--- src/rtl/bcd4bit_ascii8bit.sv ---
// BCD digit to ASCII character converter with registered outputs, an
// invalid-code flag and a saturating invalid-code counter.
module bcd4bit_ascii8bit #(
    parameter int N     = 4,
    parameter int M     = 8,
    parameter int ERR_W = 8
) (
    input  logic             clk,
    input  logic             rst,
    input  logic [N-1:0]     A,
    input  logic             in_valid,
    output logic [M-1:0]     B,
    output logic             C,
    output logic             out_valid,
    output logic [ERR_W-1:0] err_count
);

    generate
        if (N != 4 || M != 8) begin : g_bad_param
            $error("bcd4bit_ascii8bit: only N=4 and M=8 are supported");
        end
    endgenerate

    localparam int CODES = 1 << N;

    // Constant lookup table: digits map to '0'..'9', everything else to '?'.
    logic [M-1:0] ascii_lut [CODES];
    logic         bad_lut   [CODES];

    genvar gi;
    generate
        for (gi = 0; gi < CODES; gi++) begin : g_lut
            assign ascii_lut[gi] = (gi < 10) ? M'(8'h30 + gi) : M'(8'h3F);
            assign bad_lut[gi]   = (gi >= 10);
        end
    endgenerate

    logic [M-1:0]     ascii_reg;
    logic             bad_reg;
    logic             out_valid_reg;
    logic [ERR_W-1:0] err_count_reg;

    always_ff @(posedge clk or posedge rst) begin
        if (rst) begin
            ascii_reg     <= '0;
            bad_reg       <= 1'b0;
            out_valid_reg <= 1'b0;
            err_count_reg <= '0;
        end else begin
            out_valid_reg <= in_valid;
            if (in_valid) begin
                ascii_reg <= ascii_lut[A];
                bad_reg   <= bad_lut[A];
                // Saturate rather than wrap so a flood of bad codes stays visible.
                if (bad_lut[A] && !(&err_count_reg)) begin
                    err_count_reg <= err_count_reg + 1'b1;
                end
            end
        end
    end

    assign B         = ascii_reg;
    assign C         = bad_reg;
    assign out_valid = out_valid_reg;
    assign err_count = err_count_reg;

endmodule

--- config.mk ---
export PLATFORM = sky130hd
export DESIGN_NAME = bcd4bit_ascii8bit
export DESIGN_NICKNAME = d
export VERILOG_FILES = /design/src/rtl/bcd4bit_ascii8bit.sv
export SDC_FILE = /design/constraint.sdc
export NUM_CORES = 1
export LEC_CHECK = 0
export ABC_AREA = 1
export CORE_MARGIN = 4
export CORE_UTILIZATION = 35
export DETAILED_ROUTE_END_ITERATION = 8
export PLACE_DENSITY = 0.67
export SKIP_CTS_REPAIR_TIMING = 1
export SLEW_MARGIN = 10
export SYNTH_ARGS = -nofsm -noshare
export SYNTH_HDL_FRONTEND = slang
export SYNTH_SLANG_ARGS = --single-unit
--- constraint.sdc ---
create_clock -name clk -period 2.37 [get_ports clk]
set_clock_uncertainty 0.2 [all_clocks]
set_input_delay 0.3555 -clock clk [delete_from_list [all_inputs] [get_ports clk]]
set_output_delay 0.3555 -clock clk [all_outputs]
set_load 0.005 [all_outputs]
==> results of run 1 <==
==> per-layer routing <==
layer	vias up	GRT usage (%)	part of all wire, %	wire, um
met1	296	13.7	45	735
met4	0	6.25	2.3	37
li1	340	-	-	-
met3	4	1.39	2.8	45
met2	10	17.7	50	806
met5	-	0	0	0
==> worst register-to-register path, cell delays in order (launching register included) <==
cell and delay (ps):
sky130_fd_sc_hd__dfrtp_1 430, sky130_fd_sc_hd__ha_1 250, sky130_fd_sc_hd__clkinv_1 130, sky130_fd_sc_hd__nor2_4 160, sky130_fd_sc_hd__nand2_4 90, sky130_fd_sc_hd__nand2_8 90
sky130_fd_sc_hd__inv_4 50, sky130_fd_sc_hd__nand2_1 60, sky130_fd_sc_hd__nand2_1 50
==> per-stage QoR <==
stage,utilization [%],cell area (um2),hold slack (ps),instances,power [W]
floorplan,-,797,57.0,97,0.000452
global placement,49.9,1030,266,143,0.000565
detailed placement,49.9,1030,273,143,0.000571
finish,51.2,1050,207,147,0.000708
CTS,51.2,1050,224,147,0.000719
global route,51.2,1050,253,147,0.000754
==> area by class of cell <==
type	instances	area, um2
inverters	12	47.5
fillers	204	1010
multi-input cells	67	352
flip-flops and latches	15	375
clock buffers	4	26.3
well taps	27	33.8
repair buffers	22	220
==> worst max path at each step <==
stage	start	end	slack (ps)	cells past startpoint
final	err_count[2]$_DFFE_PP0P_	err_count[2]	510	1
after global routing	err_count[2]$_DFFE_PP0P_	err_count[2]	470	1
after CTS	err_count[2]$_DFFE_PP0P_	err_count[2]	500	1
after detailed placement	in_valid	err_count[4]$_DFFE_PP0P_	550	7
after global placement	in_valid	err_count[2]$_DFFE_PP0P_	590	6
after floorplan	err_count[0]$_DFFE_PP0P_	err_count[4]$_DFFE_PP0P_	900	8
==> synth_stat cells <==
cell type / count
sky130_fd_sc_hd__nand2_1: 40
sky130_fd_sc_hd__dfrtp_1: 15
sky130_fd_sc_hd__inv_1: 9
sky130_fd_sc_hd__nand3_1: 4
sky130_fd_sc_hd__nor2_1: 4
sky130_fd_sc_hd__buf_4: 3
sky130_fd_sc_hd__nand2_2: 2
sky130_fd_sc_hd__o221ai_1: 2
sky130_fd_sc_hd__xnor2_1: 2
sky130_fd_sc_hd__a21oi_4: 1
sky130_fd_sc_hd__clkinv_1: 1
sky130_fd_sc_hd__conb_1: 1
sky130_fd_sc_hd__ha_1: 1
sky130_fd_sc_hd__inv_2: 1
sky130_fd_sc_hd__inv_4: 1
sky130_fd_sc_hd__nand2_4: 1
sky130_fd_sc_hd__nand2_8: 1
sky130_fd_sc_hd__nand3b_1: 1
sky130_fd_sc_hd__nand4_1: 1
sky130_fd_sc_hd__nor2_2: 1
sky130_fd_sc_hd__nor2_4: 1
sky130_fd_sc_hd__o21ai_1: 1
sky130_fd_sc_hd__or2_2: 1
sky130_fd_sc_hd__xor2_1: 1
==> where the power goes <==
group / internal (W) / total [W] / switching [W]
Clock: 0.0000654 / 0.000147 / 0.0000815
Combinational: 0.000123 / 0.000212 / 0.0000883
Sequential: 0.000296 / 0.000350 / 0.0000542
==> logic make-up after synthesis <==
logic type | count (synthesis) | share of synthesized area (%)
xor+xnor | 3 | 3.31
other cells | 1 | 0.473
buf+inv | 15 | 8.83
flops | 15 | 47.3
compound gates | 4 | 4.89
fa+ha+maj | 1 | 1.58
simple gates | 57 | 33.6
==> results_tabular.tex, run 1 <==
\begin{tabular}{lr}
\hline
Metric & Value \\
\hline
\multicolumn{2}{l}{\textbf{Clock network}} \\
Clock Tree Root & sky130\_fd\_sc\_hd\_\_clkbuf\_4 \\
Number of clock buffers inserted by TritonCTS & 3 \\
Clock latency on the worst-skew pair & 280 ps \\
Clock tree from TritonCTS & done \\
CTS H-tree depth & 1 \\
TritonCTS sink count & 15 \\
Post-CTS clock slew at the launch and capture registers of the worst setup and hold paths & 90 ps \\
CTS max path bufs & 2 \\
\multicolumn{2}{l}{\textbf{Setup path}} \\
Startpoint-to-endpoint class of the critical path & flop to primary output \\
Critical Path, Cell by Cell & clkdlybuf4s50\_1 \\
Origin of the critical flop-to-flop path & err\_count[0]\$\_DFFE\_PP0P\_ \\
Cell type group with the largest total delay on the critical path & buffers and inverters \\
Worst Path Max Fanout & 6 \\
Buf/Inv on CP & 1 \\
Logic depth of the worst register-to-register path & 8 \\
Data arrival time at the worst-slack endpoint & 1300 ps \\
Data required time at the worst endpoint & 1810 ps \\
Cell at the slowest stage of the critical path & sky130\_fd\_sc\_hd\_\_clkdlybuf4s50\_1 \\
Terminus of the critical flop-to-flop path & err\_count[4]\$\_DFFE\_PP0P\_ \\
Maximum single-stage delay on the critical path & 540 ps \\
CP Capture Type & primary output \\
Startpoint type of the worst setup path & flop \\
Slack of the worst reg-to-reg path & 760 ps \\
\multicolumn{2}{l}{\textbf{Die}} \\
Number of placement rows & 16 \\
Height of the die & 55.6 um \\
I/O pin count & 25 \\
Die Footprint & 3090 um2 \\
Initial standard-cell utilization of the core & 38.5\% \\
Horizontal extent of the die & 55.6 um \\
Core region area & 2060 um2 \\
\multicolumn{2}{l}{\textbf{Global route}} \\
Largest net degree at the start of global routing & 16 \\
GRT Total Usage & 10.9\% \\
Wire length of the first global-routing pass & 2680 um \\
Initial antenna violation count & 0 \\
Vias in the first global route & 602 \\
Overflow left after global routing & 0 \\
\multicolumn{2}{l}{\textbf{Layout}} \\
Area delta synth->final & 33.0\% \\
Ant. Diodes & 0 \\
Max reg flops & 8 \\
Final \#Nets & 129 \\
Share of cells above drive strength 1 & 10.8\% \\
Commonest cells after routing, fill and taps aside & sky130\_fd\_sc\_hd\_\_nand2\_1, sky130\_fd\_sc\_hd\_\_clkdlybuf4s50\_1, sky130\_fd\_sc\_hd\_\_dfrtp\_1 \\
Most common library cell in the layout ignoring fill and taps & sky130\_fd\_sc\_hd\_\_nand2\_1 \\
\multicolumn{2}{l}{\textbf{Timing}} \\
Transition time of the tightest slew-check pin & 551 ps \\
Relative slew margins & 63.2\% \\
Final worst setup slack & 512 ps \\
Max Clk Rate & 538 MHz \\
Setup\_tns & 0 ps \\
Endpoints failing setup & 0 \\
Number of hold violations in the final report & 0 \\
Number of slew-limit violations in the final report & 0 \\
Final min period & 1860 ps \\
Final worst-path cycle share & 78.4\% \\
RSZ-0062 raised after global routing & no \\
\multicolumn{2}{l}{\textbf{Place}} \\
Worst slack after detailed placement & 548 ps \\
Routability-driven placement congestion ratio & 0.801 \\
Detailed-placement wirelength estimate & 1300 um \\
Number of port buffers & 22 \\
\multicolumn{2}{l}{\textbf{Logic synthesis}} \\
Number of synthesis warnings & 0 \\
Number of instances in the synthesized netlist & 96 \\
Share of Yosys cell area claimed by the top area cell type & 47.3\% \\
Post-synthesis register bit count & 15 \\
Sequential area share after synthesis & 47.3\% \\
Syn avg cell area & 8.26 um2 \\
Synth area leaders & sky130\_fd\_sc\_hd\_\_dfrtp\_1, sky130\_fd\_sc\_hd\_\_nand2\_1, sky130\_fd\_sc\_hd\_\_inv\_1 \\
Cell Area, Synth & 793 um2 \\
Biggest area consumer among synthesized cells & sky130\_fd\_sc\_hd\_\_dfrtp\_1 \\
Post-synth cell types & 24 \\
\multicolumn{2}{l}{\textbf{Routing}} \\
Number of design-rule violations left by the first detailed-router iteration & 9 \\
Count of antenna-violating nets left after detailed routing & 0 \\
Total wire length & 1630 um \\
Via count & 650 \\
Wirelength per Cell & 11.1 um \\
Number of remaining DRC errors & 0 \\
Drt pass-1 iters & 3 \\
Via-to-Cell Ratio & 4.42 \\
\multicolumn{2}{l}{\textbf{Outcome}} \\
Result of the run & completed \\
\multicolumn{2}{l}{\textbf{Pwr}} \\
Cell leakage power & 0.501 nW \\
Power Density & 672 nW/um2 \\
Peak supply drop & 0.000366 V \\
\multicolumn{2}{l}{\textbf{Run}} \\
Max-cap violation count & 0 \\
\multicolumn{2}{l}{\textbf{Worst hold path}} \\
Hold/Removal Path Class & input pin to asynchronous set/reset pin \\
\hline
\end{tabular}
Power figures use the tool's default switching activity.
==> run 2: changes to the inputs <==
--- a/config.mk
+++ b/config.mk
@@ -9,7 +9,7 @@
 export CORE_MARGIN = 4
 export CORE_UTILIZATION = 35
 export DETAILED_ROUTE_END_ITERATION = 8
-export PLACE_DENSITY = 0.67
+export PLACE_DENSITY = 0.7
 export SKIP_CTS_REPAIR_TIMING = 1
 export SLEW_MARGIN = 10
 export SYNTH_ARGS = -nofsm -noshare
==> constraint.sdc (replaced) <==
create_clock -name clk -period 1.7 [get_ports clk]
set_clock_uncertainty 0.2 [all_clocks]
set_input_delay 0.255 -clock clk [delete_from_list [all_inputs] [get_ports clk]]
set_output_delay 0.255 -clock clk [all_outputs]
set_load 0.005 [all_outputs]
==> run 2 against run 1 <==
  * Total power grew 45%
  * Wire length grew 0.86%
  * Register-to-register slack lost 640 ps
  * Sequential power grew 38%
  * Critical path type unchanged
  * Critical endpoint is now err_count[6]
  * Largest cell class unchanged
==> results_tabular.tex, run 2 (synthesized netlist as in run 1, its figures left out) <==
\begin{tabular}{lr}
\hline
Metric & Value \\
\hline
\multicolumn{2}{l}{\textbf{Setup path}} \\
Logic depth of the worst register-to-register path & 9 (+1) \\
Data arrival time at the worst-slack endpoint & 1170 ps (-130 ps) \\
Startpoint type of the worst setup path & flop \\
Worst Path Max Fanout & 4 (-2) \\
Data required time at the worst endpoint & 1240 ps (-570 ps) \\
Timing endpoint of the critical path & err\_count[6] \\
Slack of the worst reg-to-reg path & 120 ps (-640 ps) \\
CP Capture Type & primary output \\
Maximum single-stage delay on the critical path & 510 ps (-30 ps) \\
Critical Path, Cell by Cell & clkdlybuf4s50\_1 \\
Terminus of the critical flop-to-flop path & err\_count[6]\$\_DFFE\_PP0P\_ \\
Cell type group with the largest total delay on the critical path & buffers and inverters \\
Cell at the slowest stage of the critical path & sky130\_fd\_sc\_hd\_\_clkdlybuf4s50\_1 \\
Buf/Inv on CP & 1 (unchanged) \\
Levels on crit path & 1 (unchanged) \\
CP startpoint & err\_count[6]\$\_DFFE\_PP0P\_ \\
Startpoint-to-endpoint class of the critical path & flop to primary output \\
Origin of the critical flop-to-flop path & err\_count[0]\$\_DFFE\_PP0P\_ \\
\multicolumn{2}{l}{\textbf{Layout}} \\
Commonest cells after routing, fill and taps aside & sky130\_fd\_sc\_hd\_\_nand2\_1, sky130\_fd\_sc\_hd\_\_clkdlybuf4s50\_1, sky130\_fd\_sc\_hd\_\_dfrtp\_1 \\
Storage cell area & 379 um2 (+1.0\%) \\
Fillers & 195 (-4.4\%) \\
Finished Core Util & 55.9\% (+4.8 points) \\
Most common library cell in the layout ignoring fill and taps & sky130\_fd\_sc\_hd\_\_nand2\_1 \\
Max reg flops & 8 (unchanged) \\
Design area & 1150 um2 (+9.4\%) \\
Multi-input gate area & 354 um2 (+0.71\%) \\
Ant. Diodes & 0 (unchanged) \\
Share of cells above drive strength 1 & 21.4\% (+11 points) \\
Final \#Nets & 140 (+8.5\%) \\
Area delta synth->final & 45.4\% \\
\multicolumn{2}{l}{\textbf{Routing}} \\
Via-to-Cell Ratio & 4.51 (+1.9\%) \\
Count of antenna-violating nets left after detailed routing & 0 (unchanged) \\
Drt pass-1 iters & 5 (+2) \\
Wirelength per Cell & 10.4 um (-6.2\%) \\
Number of remaining DRC errors & 0 (unchanged) \\
Number of design-rule violations left by the first detailed-router iteration & 20 (+11) \\
Total wire length & 1640 um (+0.86\%) \\
Via count & 712 (+9.5\%) \\
\multicolumn{2}{l}{\textbf{Clock network}} \\
Clock tree from TritonCTS & done \\
TritonCTS sink count & 15 (unchanged) \\
Clock Tree Root & sky130\_fd\_sc\_hd\_\_clkbuf\_4 \\
Post-CTS clock slew at the launch and capture registers of the worst setup and hold paths & 90 ps (about the same) \\
Number of clock buffers inserted by TritonCTS & 3 (unchanged) \\
CTS max path bufs & 2 (unchanged) \\
CTS H-tree depth & 1 (unchanged) \\
Clock latency on the worst-skew pair & 280 ps (about the same) \\
\multicolumn{2}{l}{\textbf{Timing}} \\
Number of slew-limit violations in the final report & 0 (unchanged) \\
Final worst setup slack & 74.1 ps (-438 ps) \\
Final min period & 1630 ps \\
Endpoints failing setup & 0 (unchanged) \\
Number of hold violations in the final report & 0 (unchanged) \\
RSZ-0062 raised after global routing & no \\
Max Clk Rate & 615 MHz \\
Final worst-path cycle share & 95.6\% \\
\multicolumn{2}{l}{\textbf{Global route}} \\
Overflow left after global routing & 0 (unchanged) \\
Largest net degree at the start of global routing & 16 (unchanged) \\
Wire length of the first global-routing pass & 2740 um (+2.3\%) \\
Initial antenna violation count & 0 (unchanged) \\
GRT Total Usage & 11.2\% (+0.38 points) \\
Vias in the first global route & 639 (+6.1\%) \\
\multicolumn{2}{l}{\textbf{Die}} \\
Number of placement rows & 16 (unchanged) \\
Horizontal extent of the die & 55.6 um (unchanged) \\
I/O pin count & 25 (unchanged) \\
Height of the die & 55.6 um (unchanged) \\
Core region area & 2060 um2 (unchanged) \\
Die Footprint & 3090 um2 (unchanged) \\
Initial standard-cell utilization of the core & 38.5\% (unchanged) \\
\multicolumn{2}{l}{\textbf{Pwr}} \\
Cell leakage power & 0.605 nW (+21\%) \\
Power Density & 890 nW/um2 (+33\%) \\
Peak supply drop & 0.000576 V (+57\%) \\
\multicolumn{2}{l}{\textbf{Run}} \\
Max-cap violation count & 0 (unchanged) \\
\multicolumn{2}{l}{\textbf{Place}} \\
Routability-driven placement congestion ratio & 0.778 (-2.9\%) \\
Post-detailed-placement cell area & 1050 um2 (+2.2\%) \\
Worst slack after detailed placement & 61.2 ps (-487 ps) \\
Number of port buffers & 22 (unchanged) \\
Detailed-placement wirelength estimate & 1240 um (-5.2\%) \\
\multicolumn{2}{l}{\textbf{Worst hold path}} \\
Hold/Removal Path Class & input pin to asynchronous set/reset pin \\
\multicolumn{2}{l}{\textbf{Outcome}} \\
Result of the run & completed \\
\hline
\end{tabular}
==> run 2: changes by cell type in the layout (fill, tap and decap cells not counted), sizes merged <==
cell,before,now
buf,0,11
clkdlybuf4s50,22,18
dlymetal6s2s,0,4
==> run 2: power breakdown <==
part	switching (W)	leakage, nW	internal [W]
logic	0.000141	0.408	0.000208
clock network	0.000105	0.0150	0.0000909
registers	0.0000645	0.182	0.000418
total	0.000311	0.605	0.000716
==> run 2: routing by layer <==
| metal | track usage [%] | part of all wire, % | up-vias | wire [um] |
|---|---|---|---|---|
| met4 | 7.64 | 2.4 | 0 | 39 |
| li1 | - | - | 360 | - |
| met1 | 14.2 | 45 | 329 | 734 |
| met2 | 17.6 | 49 | 19 | 806 |
| met5 | 0 | 0 | - | 0 |
| met3 | 1.62 | 3.6 | 4 | 59 |
==> run 2: worst register-to-register path: stages (launching register included) <==
cell and delay (ps):
sky130_fd_sc_hd__dfrtp_1 360, sky130_fd_sc_hd__buf_4 110, sky130_fd_sc_hd__ha_2 210, sky130_fd_sc_hd__clkinv_1 110, sky130_fd_sc_hd__nor2_4 150, sky130_fd_sc_hd__nand2_4 90
sky130_fd_sc_hd__nand2_8 100, sky130_fd_sc_hd__inv_4 50, sky130_fd_sc_hd__nand2_1 60, sky130_fd_sc_hd__nand2_1 50
==> run 2: worst min path at each step <==
stage | endpoint | slack [ps] | depth (start not counted)
5_1_grt | err_count[2]$_DFFE_PP0P_ | 100 | 3
4_1_cts | err_count[1]$_DFFE_PP0P_ | 60 | 3
6_report | err_count[3]$_DFFE_PP0P_ | 60 | 3
3_3_place_gp | C$_DFFE_PP0P_ | 270 | 2
2_1_floorplan | B[0]$_DFFE_PP0P_ | -40 | 1
3_5_place_dp | C$_DFFE_PP0P_ | 270 | 2
==> run 2: per-stage QoR <==
step	power, W	cells	hold slack, ps	setup TNS, ps
2_1_floorplan	0.000630	97	-43.5	0
3_3_place_gp	0.000796	146	268	0
3_5_place_dp	0.000800	146	274	0
4_1_cts	0.00100	150	60.1	-181
5_1_grt	0.00111	158	97.1	0
6_report	0.00103	158	61.3	0
==> run 2: layout make-up <==
class,instances,share of cell area (%)
well taps,27,2.93
clock buffers,4,2.28
flip-flops and latches,15,32.9
repair buffers,33,27.1
inverters,12,4.12
multi-input cells,67,30.7
